--- src/rtl/mm_host_sequencer_pkg.sv ---
// Shared types and constants for the matrix-multiply host sequencer.
package mm_pkg;

    typedef enum logic [1:0] {
        ST_LOAD,
        ST_WAIT_DONE,
        ST_DRAIN,
        ST_CLEAR
    } state_e;

    localparam int N_ELEM = 4;
    localparam int IDX_W  = 2;
    localparam int DATA_W = 8;

endpackage

--- src/rtl/mm_host_sequencer_if.sv ---
// Host byte streams plus the controller load/read/reset bus.
interface mm_host_sequencer_if;
    import mm_pkg::*;

    logic              in_valid;
    logic              in_ready;
    logic [DATA_W-1:0] in_byte;
    logic              out_valid;
    logic              out_ready;
    logic [DATA_W-1:0] out_byte;
    logic              busy;
    logic              err;
    logic              load_en;
    logic              load_sel_ab;
    logic [IDX_W-1:0]  load_index;
    logic [DATA_W-1:0] load_data;
    logic              mm_done;
    logic              output_en;
    logic [IDX_W-1:0]  output_sel;
    logic [DATA_W-1:0] rd_data;
    logic              ctrl_rst;

    modport master (
        input  in_valid, in_byte, out_ready, mm_done, rd_data,
        output in_ready, out_valid, out_byte, busy, err,
        output load_en, load_sel_ab, load_index, load_data,
        output output_en, output_sel, ctrl_rst
    );

    modport slave (
        output in_valid, in_byte, out_ready, mm_done, rd_data,
        input  in_ready, out_valid, out_byte, busy, err,
        input  load_en, load_sel_ab, load_index, load_data,
        input  output_en, output_sel, ctrl_rst
    );

endinterface

--- src/rtl/mm_host_sequencer.sv ---
// Streams A/B bytes into the 2x2 multiply controller, waits for done,
// drains the four result bytes and pulses the controller reset per job.
module mm_host_sequencer
    import mm_pkg::*;
#(
    parameter int TIMEOUT_CYCLES = 64,
    parameter int ARM_CYCLES     = 2
) (
    input logic                 clk,
    input logic                 rst,
    mm_host_sequencer_if.master bus
);

    localparam int WAIT_W = $clog2(TIMEOUT_CYCLES + 1);
    localparam logic [WAIT_W-1:0] WAIT_ARM  = WAIT_W'(ARM_CYCLES);
    localparam logic [WAIT_W-1:0] WAIT_LAST = WAIT_W'(TIMEOUT_CYCLES - 1);
    localparam logic [IDX_W-1:0]  OUT_LAST  = IDX_W'(N_ELEM - 1);

    state_e            state_q, state_d;
    logic [2:0]        load_cnt_q, load_cnt_d;
    logic [WAIT_W-1:0] wait_cnt_q, wait_cnt_d;
    logic [IDX_W-1:0]  out_cnt_q, out_cnt_d;
    logic              err_q, err_d;

    logic in_ready;
    logic out_valid;
    logic in_hs;
    logic out_hs;
    logic done_qual;

    assign in_ready  = (state_q == ST_LOAD);
    assign out_valid = (state_q == ST_DRAIN);
    assign in_hs     = bus.in_valid & in_ready;
    assign out_hs    = out_valid & bus.out_ready;
    // Early done is masked: it may be left over from the previous job.
    assign done_qual = bus.mm_done & (wait_cnt_q >= WAIT_ARM);

    always_comb begin
        state_d    = state_q;
        load_cnt_d = load_cnt_q;
        wait_cnt_d = wait_cnt_q;
        out_cnt_d  = out_cnt_q;
        err_d      = err_q;
        unique case (state_q)
            ST_LOAD: begin
                if (in_hs) begin
                    if (load_cnt_q == 3'd7) begin
                        load_cnt_d = '0;
                        wait_cnt_d = '0;
                        state_d    = ST_WAIT_DONE;
                    end else begin
                        load_cnt_d = load_cnt_q + 3'd1;
                    end
                end
            end
            ST_WAIT_DONE: begin
                if (done_qual) begin
                    wait_cnt_d = '0;
                    state_d    = ST_DRAIN;
                end else if (wait_cnt_q == WAIT_LAST) begin
                    wait_cnt_d = '0;
                    err_d      = 1'b1;
                    state_d    = ST_CLEAR;
                end else begin
                    wait_cnt_d = wait_cnt_q + WAIT_W'(1);
                end
            end
            ST_DRAIN: begin
                if (out_hs) begin
                    if (out_cnt_q == OUT_LAST) begin
                        out_cnt_d = '0;
                        state_d   = ST_CLEAR;
                    end else begin
                        out_cnt_d = out_cnt_q + IDX_W'(1);
                    end
                end
            end
            ST_CLEAR: begin
                state_d = ST_LOAD;
            end
            default: begin
                state_d = ST_LOAD;
            end
        endcase
    end

    always_ff @(posedge clk) begin
        if (rst) begin
            state_q    <= ST_LOAD;
            load_cnt_q <= '0;
            wait_cnt_q <= '0;
            out_cnt_q  <= '0;
            err_q      <= 1'b0;
        end else begin
            state_q    <= state_d;
            load_cnt_q <= load_cnt_d;
            wait_cnt_q <= wait_cnt_d;
            out_cnt_q  <= out_cnt_d;
            err_q      <= err_d;
        end
    end

    assign bus.in_ready    = in_ready;
    assign bus.load_en     = in_hs & ~rst;
    assign bus.load_sel_ab = load_cnt_q[2];
    assign bus.load_index  = load_cnt_q[1:0];
    assign bus.load_data   = bus.in_byte;

    assign bus.out_valid   = out_valid;
    assign bus.output_en   = out_valid;
    assign bus.output_sel  = out_cnt_q;
    assign bus.out_byte    = out_valid ? bus.rd_data : '0;

    assign bus.busy        = ~((state_q == ST_LOAD) && (load_cnt_q == 3'd0));
    assign bus.err         = err_q;
    assign bus.ctrl_rst    = rst | (state_q == ST_CLEAR);

endmodule

--- src/flat_wrapper.sv ---
// flat-port wrapper written by rule: the top's interface ports become plain ports
module mm_host_sequencer_flat import mm_pkg::*;
#(
    parameter int TIMEOUT_CYCLES = 64,
    parameter int ARM_CYCLES     = 2
)
  (clk, rst, bus_in_valid, bus_in_byte, bus_out_ready, bus_mm_done, bus_rd_data, bus_in_ready, bus_out_valid, bus_out_byte, bus_busy, bus_err, bus_load_en, bus_load_sel_ab, bus_load_index, bus_load_data, bus_output_en, bus_output_sel, bus_ctrl_rst);
  mm_host_sequencer_if bus_i ();
  input logic clk;
  input logic rst;
  input wire logic [$bits(bus_i.in_valid)-1:0] bus_in_valid;
  input wire logic [$bits(bus_i.in_byte)-1:0] bus_in_byte;
  input wire logic [$bits(bus_i.out_ready)-1:0] bus_out_ready;
  input wire logic [$bits(bus_i.mm_done)-1:0] bus_mm_done;
  input wire logic [$bits(bus_i.rd_data)-1:0] bus_rd_data;
  output wire logic [$bits(bus_i.in_ready)-1:0] bus_in_ready;
  output wire logic [$bits(bus_i.out_valid)-1:0] bus_out_valid;
  output wire logic [$bits(bus_i.out_byte)-1:0] bus_out_byte;
  output wire logic [$bits(bus_i.busy)-1:0] bus_busy;
  output wire logic [$bits(bus_i.err)-1:0] bus_err;
  output wire logic [$bits(bus_i.load_en)-1:0] bus_load_en;
  output wire logic [$bits(bus_i.load_sel_ab)-1:0] bus_load_sel_ab;
  output wire logic [$bits(bus_i.load_index)-1:0] bus_load_index;
  output wire logic [$bits(bus_i.load_data)-1:0] bus_load_data;
  output wire logic [$bits(bus_i.output_en)-1:0] bus_output_en;
  output wire logic [$bits(bus_i.output_sel)-1:0] bus_output_sel;
  output wire logic [$bits(bus_i.ctrl_rst)-1:0] bus_ctrl_rst;
  assign bus_i.in_valid = bus_in_valid;
  assign bus_i.in_byte = bus_in_byte;
  assign bus_i.out_ready = bus_out_ready;
  assign bus_i.mm_done = bus_mm_done;
  assign bus_i.rd_data = bus_rd_data;
  assign bus_in_ready = bus_i.in_ready;
  assign bus_out_valid = bus_i.out_valid;
  assign bus_out_byte = bus_i.out_byte;
  assign bus_busy = bus_i.busy;
  assign bus_err = bus_i.err;
  assign bus_load_en = bus_i.load_en;
  assign bus_load_sel_ab = bus_i.load_sel_ab;
  assign bus_load_index = bus_i.load_index;
  assign bus_load_data = bus_i.load_data;
  assign bus_output_en = bus_i.output_en;
  assign bus_output_sel = bus_i.output_sel;
  assign bus_ctrl_rst = bus_i.ctrl_rst;
  mm_host_sequencer #(.TIMEOUT_CYCLES(TIMEOUT_CYCLES), .ARM_CYCLES(ARM_CYCLES)) u_core (.clk(clk), .rst(rst), .bus(bus_i));
endmodule
--- config.mk ---
export PLATFORM = sky130hd
export DESIGN_NAME = mm_host_sequencer_flat
export DESIGN_NICKNAME = d
export VERILOG_FILES = /design/src/rtl/mm_host_sequencer_pkg.sv /design/src/rtl/mm_host_sequencer_if.sv /design/src/rtl/mm_host_sequencer.sv /design/src/flat_wrapper.sv
export SDC_FILE = /design/constraint.sdc
export NUM_CORES = 1
export LEC_CHECK = 0
export ABC_AREA = 0
export CORE_MARGIN = 2
export CORE_UTILIZATION = 40
export DETAILED_ROUTE_END_ITERATION = 6
export PLACE_DENSITY = 0.8
export SLEW_MARGIN = 20
export SYNTH_ARGS = -nofsm -noshare
export SYNTH_HDL_FRONTEND = slang
export SYNTH_SLANG_ARGS = --single-unit
--- constraint.sdc ---
create_clock -name clk -period 3.4 [get_ports clk]
set_clock_uncertainty 0.2 [all_clocks]
set_input_delay 0.68 -clock clk [delete_from_list [all_inputs] [get_ports clk]]
set_output_delay 0.68 -clock clk [all_outputs]
set_load 0.005 [all_outputs]
==> results of run 1 <==
power breakdown:
part | switching [W] | leakage (nW) | internal (W)
registers | 0.00000409 | 0.121 | 0.000180
logic | 0.0000395 | 0.351 | 0.0000460
clock network | 0.0000641 | 0.0177 | 0.0000439
total | 0.000108 | 0.490 | 0.000269
final timing paths:
path,startpoint,endpoint,slack [ps],cells after the start
hold / removal,u_core.wait_cnt_q[6]$_SDFFE_PP0P_,u_core.wait_cnt_q[6]$_SDFFE_PP0P_,300,2
setup reg to reg,u_core.wait_cnt_q[0]$_SDFFE_PP0P_,u_core.wait_cnt_q[4]$_SDFFE_PP0P_,1330,6
hold reg to reg,u_core.wait_cnt_q[6]$_SDFFE_PP0P_,u_core.wait_cnt_q[6]$_SDFFE_PP0P_,300,2
setup / recovery,bus_in_valid,bus_load_en,520,4
per-stage QoR:
stage          cell area, sq um  power [W]  cells  hold slack [ps]  setup WS, ps
2_1_floorplan              1050   0.000240    120              231          1120
3_3_place_gp               1340   0.000270    171              259           573
3_5_place_dp               1340   0.000274    171              262           524
4_1_cts                    1370   0.000382    175              279           519
5_1_grt                    1370   0.000399    175              322           461
6_report                   1370   0.000377    175              297           523
critical path: cells and delay by family:
| kind | cells | cell delay (ps) |
|---|---|---|
| AND/OR/NAND/NOR | 2 | 280 |
| buffers and inverters | 2 | 1030 |
state kept, by name, indices dropped and copies added (netlist names):
register               cells
u_core.load_cnt_q          3
u_core.state_q             2
u_core.bus.err             1
u_core.wait_cnt_q          7
u_core.bus.output_sel      2
kinds of logic (layout without fill, tap and decap cells):
kind of cell,after synthesis,count (layout),share of synthesized area
simple gates,44,44,0.237
compound gates,28,28,0.222
buf+inv,18,43,0.0961
flops,15,15,0.285
fa+ha+maj,10,10,0.119
xor+xnor,5,5,0.0415
layout make-up:
cell class,count,area (sq um),share of cell area
Clock inverter,1,5.00,0.00366
Sequential cell,15,300,0.219
Inverter,6,22.5,0.0165
Timing Repair Buffer,33,328,0.239
Multi-Input combinational cell,87,653,0.477
Tap cell,30,37.5,0.0274
Clock buffer,3,22.5,0.0165
synthesized netlist by cell type, drive strengths merged, types with 2 or more instances:
cell type  count
nand3          7
clkbuf         3
a21boi         3
nor3           2
xnor2          5
nand2          8
nand3b         2
buf            9
inv            6
or2            2
ha            10
dfxtp         15
and2           8
a21oi         10
a211oi         6
nor2           7
nand2b         4
per-layer routing:
metal | global-route usage | vias to the layer above | wire [microns]
met5 | 0 | - | 0
met4 | 0.0836 | 0 | 38
met3 | 0.0468 | 4 | 196
met2 | 0.279 | 46 | 1170
met1 | 0.198 | 433 | 1010
li1 | - | 469 | -
==> results_dict.tcl, run 1 <==
set metrics [dict create \
    syn_inst 120 \
    portBuffers 32 \
    grt_max_degree 19 \
    gp_congestion 0.803 \
    synth_area_sq_mm 0.00105 \
    ioPinCount 49 \
    cts_resized 0 \
    worstPathRequired_ps 2520 \
    maxCapViolCount 0 \
    hold_viol 0 \
    yosys-top-cells-area "dfxtp_1, ha_1, buf_4" \
    ys_ff_latch 15 \
    finalCriticalPeriod_ps 2880 \
    final.setup.tns_ps 0 \
    maxSlewHeadroom 0.766 \
    cts_tree "yes" \
    final_net_count 177 \
    drt_iter0_drc 10 \
    p_leak_nw 0.490 \
    worstPathMaxFanout 6 \
    synth_edf_count 0 \
    status "completed" \
    drc 0 \
    numCtsBuffers 3 \
    clk_path_buf_depth 2 \
    coreArea_sq_mm 0.00248 \
    antenna_found_initial 0 \
    clock_sinks 15 \
    clock_latency_ps 300 \
    postRouteAntennaNets 0 \
    avgRoutedWirePerCell_microns 13.8 \
    synth_top_cell_by_area "dfxtp_1" \
    fin_crit_sh 0.846 \
    cp-end-kind "output port" \
    fillers 234 \
    wl_microns 2420 \
    path_cells "clkdlybuf4s50_1 -> nand2_1 -> nor2_1 -> clkdlybuf4s50_1" \
    synth.avg_cell_area_sq_um 8.79 \
    crit_slowest_cell "clkdlybuf4s50_1" \
    layout_commonest_cell "clkdlybuf4s50_1" \
    worstSetupPathType "primary input to output port" \
    grt_usage 0.168 \
    synth_cell_types 32 \
    fmax_ghz 0.348 \
    critPathMaxStageDelay_ps 530 \
    antenna_cells 0 \
    rsz0062_at_grt "false" \
    synth_top_area_share 0.285 \
    crit_arrival_ps 2000 \
    min_path_type "flip-flop to flip-flop" \
    root_buffer "clkbuf_4" \
    die_y_microns 55.4 \
    power_density_mw_per_mm2 276 \
    ys_seq_area_frac 0.285 \
    die_area_sq_mm 0.00306 \
    syn_nets 151 \
    grt_pass1_wl_microns 4260 \
    worst_path_most_repeated_cell "clkdlybuf4s50_1" \
    die_x_microns 55.4 \
    avgViaCountPerCell 5.44 \
    dr_total_vias 952 \
    drtPass1Iterations 4 \
    path_clk_slew_ps 90 \
    final_util 0.553 \
    dp_hpwl_microns 1880 \
    ctsHoldBuffers 0 \
    tightest_slew_ps 350 \
    start_kind "primary input" \
    post_cts_buffers 0 \
    drive_gt1_frac 0.110 \
    rows 18 \
    htreeDepth 1 \
    area_growth_pct 29.8 \
    finalSetupViolCount 0 \
    ys.flop_type "dfxtp_1" \
    async_flop_share 0 \
    most-common-layout-cells "clkdlybuf4s50_1, dfxtp_1, a21oi_1, ha_1, and2_1" \
    grt_pass1_vias 968 \
    start_util 0.426 \
    overflow 0 \
    ys.warnings.count 0 \
    drv_slew 0 \
    ir_drop_uv 185 \
]
(Power assumes the default switching activity.)
==> run 2: changes to the inputs <==
- CORE_UTILIZATION: 40 -> 37
- PLACE_DENSITY: 0.8 -> 0.78
- clock period: 3.4 -> 2.4 ns (I/O delays scaled with it)
==> results_dict.tcl, run 2 (synthesis gave the netlist of run 1 again) <==
set metrics [dict create \
    status "completed" \
    drv_slew 0 \
    maxCapViolCount 0 \
    htreeDepth 1 \
    critPathMaxStageDelay_ps 500 \
    drt_iter0_drc 45 \
    fillers 249 \
    worst_path_most_repeated_cell "clkdlybuf4s50_1" \
    post_cts_buffers 0 \
    drtPass1Iterations 4 \
    numCtsBuffers 3 \
    layout_commonest_cell "clkdlybuf4s50_1" \
    dr_total_vias 939 \
    dp_hpwl_microns 1890 \
    coreArea_sq_mm 0.00273 \
    start_util 0.386 \
    wl_microns 2420 \
    crit_arrival_ps 1630 \
    critPathBufInv 2 \
    clock_latency_ps 290 \
    p_leak_nw 0.519 \
    path_clk_slew_ps 90 \
    grt_usage 0.168 \
    hold_viol 0 \
    most-common-layout-cells "clkdlybuf4s50_1, dfxtp_1, a21oi_1" \
    worstSetupPathType "primary input to output port" \
    registers.top_by_ff_count "u_core.wait_cnt_q" \
    rsz0062_at_grt "false" \
    path_cells "clkdlybuf4s50_1 -> nand2_1 -> nor2_2 -> clkdlybuf4s50_1" \
    fin_crit_sh 0.964 \
    root_buffer "clkbuf_4" \
    avgRoutedWirePerCell_microns 13.5 \
    start_kind "primary input" \
    final.setup.tns_ps 0 \
    antenna_cells 0 \
    fmax_ghz 0.432 \
    critPathTopFamily "buffers and inverters" \
    cts_tree "yes" \
    critPathLaunch "bus_in_valid" \
    tightest_slew_ps 339 \
    die_x_microns 57.4 \
    postRouteAntennaNets 0 \
    min_from "u_core.wait_cnt_q[6]$_SDFFE_PP0P_" \
    finalCriticalPeriod_ps 2310 \
    final_util 0.524 \
    r2r-start "u_core.wait_cnt_q[0]$_SDFFE_PP0P_" \
    regToRegSetupSlack_ps 330 \
    largest_reg_flops 7 \
    worstPathRequired_ps 1720 \
    crit_slowest_cell "clkdlybuf4s50_1" \
    final_net_count 181 \
    drc 0 \
    rows 19 \
    overflow 0 \
    antenna_found_initial 0 \
    portBuffers 32 \
    grt_max_degree 18 \
    grt_pass1_vias 954 \
    min_path_type "flip-flop to flip-flop" \
    finalSetupViolCount 0 \
    top_regs "u_core.wait_cnt_q: 7 flops, u_core.load_cnt_q: 3 flops" \
    ir_drop_uv 251 \
    clock_sinks 15 \
    gp_congestion 0.842 \
    cp-end-kind "output port" \
    drive_gt1_frac 0.168 \
    area_growth_pct 35.7 \
    grt_pass1_wl_microns 4220 \
    die_y_microns 57.4 \
    power_density_mw_per_mm2 379 \
    clk_path_buf_depth 2 \
    ioPinCount 49 \
    avgViaCountPerCell 5.22 \
    worstPathMaxFanout 2 \
    maxSlewHeadroom 0.774 \
    die_area_sq_mm 0.00329 \
]
[run 2: per-stage QoR]
stage	area [sq um]	hold slack [ps]	setup slack (ps)	total power (W)	cells
floorplan	1050	231	500	0.000339	120
global placement	1370	251	17.6	0.000389	176
detailed placement	1370	264	28.4	0.000394	176
CTS	1400	279	17.1	0.000545	180
global route	1430	311	13.7	0.000573	180
finish	1430	284	86.0	0.000543	180
[run 2: tightest hold or removal path, stage by stage (launching register included)]
cell	delay, ps
dfxtp_1	340
nand2b_1	70
a21oi_1	40
[run 2: worst paths after layout]
kind                                       endpoint  cells past startpoint
setup / recovery                        bus_load_en                      4
hold / removal    u_core.wait_cnt_q[6]$_SDFFE_PP0P_                      2
setup reg to reg  u_core.wait_cnt_q[0]$_SDFFE_PP0P_                      6
hold reg to reg   u_core.wait_cnt_q[6]$_SDFFE_PP0P_                      2
[run 2: where the power goes]
part | internal (W) | total (W) | switching [W]
clock | 0.0000647 | 0.000149 | 0.0000844
sequential | 0.000255 | 0.000261 | 0.00000590
combinational | 0.0000728 | 0.000133 | 0.0000604
total | 0.000392 | 0.000543 | 0.000151
[run 2: routing by layer]
metal / GRT usage / vias to the layer above / routed length (microns)
met1: 0.190 / 440 / 1020
met5: 0 / - / 0
met3: 0.0454 / 6 / 103
li1: - / 474 / -
met2: 0.276 / 19 / 1230
met4: 0.110 / 0 / 64
[run 2: repair_timing]
action                                  CTS  global route
hold buffers                              0             0
resized for setup                         3             6
endpoints found under the setup margin   11            10
[run 2: final cells by class]
| type | count | area [sq um] | share of cell area |
|---|---|---|---|
| Multi-Input combinational cell | 87 | 681 | 0.476 |
| Timing Repair Buffer | 37 | 360 | 0.252 |
| Sequential cell | 15 | 303 | 0.212 |
| Tap cell | 31 | 38.8 | 0.0271 |
| Clock buffer | 4 | 26.3 | 0.0184 |
| Inverter | 6 | 22.5 | 0.0157 |
==> variant (config.mk and constraints of run 1) <==
Change the package constant `DATA_W` from 8 to 12.
--- a/src/rtl/mm_host_sequencer_pkg.sv
+++ b/src/rtl/mm_host_sequencer_pkg.sv
@@ -10,7 +10,7 @@
 
     localparam int N_ELEM = 4;
     localparam int IDX_W  = 2;
-    localparam int DATA_W = 8;
+    localparam int DATA_W = 12;
 
 endpackage
 
Ports: changed (resized bus_in_byte, bus_load_data, bus_out_byte and bus_rd_data); port bits go from 49 to 65. The function was not compared with the original's and may differ.
==> variant against run 1 <==
  * Routed wire length rose by 2.8%
  * Sequential cell count stayed put
  * Setup slack better by 0.013 ns
  * Design area up 3.4%
  * Fmax increased by 0.47%
  * Register-to-register slack got worse by 0.10 ns
  * Total power decreased by 14%
  * Non-clock buffer count rose by 8
  * Combinational power decreased by 46%
  * Die area fell by 0.22%
  * Area after synthesis down 0.24%
  * Critical path type unchanged
  * Critical endpoint unchanged
==> variant: results (changes against run 1) <==
slowest CP cell=clkdlybuf4s50_1; Peak VDD IR=0.204 mV (+10%); gr usage total=16.5% (-0.36 points); CTS buffer count=3 (unchanged); Hold Path Class=reg -> reg; Placed Area=1390 sq um (+3.5%); endpoints failing setup=0 (unchanged); Skew-Pair Late Insertion Delay=0.27 ns (-0.03 ns); placed cell count=184 (+7.6%); Fillers=241 (+3.0%); first-pass GRT wire length=4.17 mm (-2.1%); wire length per cell=13.2 microns (-4.3%); Synth cell types=34 (+6.3%); CP max stage delay=0.52 ns; commonest cells in the netlist=dfxtp_1, nor2_1, buf_4, and2_1, ha_1; Regs by FF count=u_core.wait_cnt_q (7), u_core.load_cnt_q (3); syn_nets=168 (+11%); layout cell share with drive strength beyond 1=5.70% (-5.3 points); Synth async-reset ratio=0% (unchanged); Post-Synthesis Cells=129 (+7.5%); sequential share of the synthesized area=28.5% (+0.068 points); clock buffer depth=2 (unchanged); initial drt markers=20 (+10); cell leakage power=0.560 nW (+14%); Pre-antenna DRT Iters=4 (unchanged); DRT Wirelength=2.49 mm (+2.8%); Reg clk slew, reported paths=0.09 ns (about the same); initial antenna violation count=0 (unchanged); largest net degree at the start of global routing=18 (-1); Post-CTS Setup Bufs=0 (unchanged); Syn. warnings=0 (unchanged); Crit Path Max Fanout=6 (unchanged); outcome=finished, final reports clean; Setup WS pre-CTS=0.541 ns (+0.0168 ns); Crit path max-delay family=buffers and inverters; HPWL Detailed=2.09 mm (+11%); fin nets=198 (+12%); Slew Limit Headroom=68.1% (-8.5 points); # resized after CTS=0 (unchanged); Buffers on Ports=40 (+25%); vias in the first global route=935 (-3.4%); number of H-tree levels=1 (unchanged); Area contributors post-synth=dfxtp_1, ha_1, buf_4, and2_1, nor2_1; Final Max Slew Viols=0 (unchanged); GP Congestion=0.907 (+13%); vias=982 (+3.2%); Clock Tree Root=clkbuf_4; Inserted Diodes=0 (unchanged)
variant: layout make-up:
| class | instances | area [sq um] | area share [%] |
|---|---|---|---|
| Inverter | 7 | 26.3 | 1.86 |
| Timing Repair Buffer | 41 | 408 | 28.8 |
| Tap cell | 30 | 37.5 | 2.65 |
| Multi-Input combinational cell | 91 | 617 | 43.6 |
| Sequential cell | 15 | 300 | 21.2 |
| Clock buffer | 4 | 26.3 | 1.86 |
variant: cell families after synthesis:
group	share of synthesized area, %
xor gates and xnor gates	4.16
and+or+nand+nor	27.2
DFF	28.5
adders and majority gates	11.9
buffers and inverters	12.8
AOI/OAI and AO/OA	15.3
variant: per-layer routing:
| metal | part of all wire [%] | track usage (%) | vias to the layer above | wire [microns] |
|---|---|---|---|---|
| li1 | - | - | 491 | - |
| met4 | 0.80 | 3.48 | 0 | 20 |
| met5 | 0 | 0 | - | 0 |
| met2 | 49 | 29.6 | 52 | 1230 |
| met3 | 9.0 | 3.75 | 4 | 225 |
| met1 | 41 | 19.9 | 435 | 1020 |
variant: worst min-delay path, delay by kind of cell (launching register included):
| family | cells | cell delay (ns) |
|---|---|---|
| AOI/OAI and AO/OA | 1 | 0.06 |
| DFF | 1 | 0.34 |
| and+or+nand+nor | 1 | 0.06 |
variant: path summary, 6_finish.rpt:
kind	start	to	slack, ns	depth (start not counted)
worst min-delay path	u_core.bus.output_sel[1]$_SDFFE_PP0P_	u_core.bus.output_sel[1]$_SDFFE_PP0P_	0.30	2
worst max-delay path	bus_in_valid	bus_load_en	0.54	4
worst max register to register	u_core.wait_cnt_q[0]$_SDFFE_PP0P_	u_core.wait_cnt_q[1]$_SDFFE_PP0P_	1.23	6
worst min register to register	u_core.bus.output_sel[1]$_SDFFE_PP0P_	u_core.bus.output_sel[1]$_SDFFE_PP0P_	0.30	2
variant: where the power goes:
part / internal, mW / switching (mW) / total, mW
Sequential: 0.177 / 0.00218 / 0.180
Clock: 0.0454 / 0.0548 / 0.100
Combinational: 0.0300 / 0.0161 / 0.0461
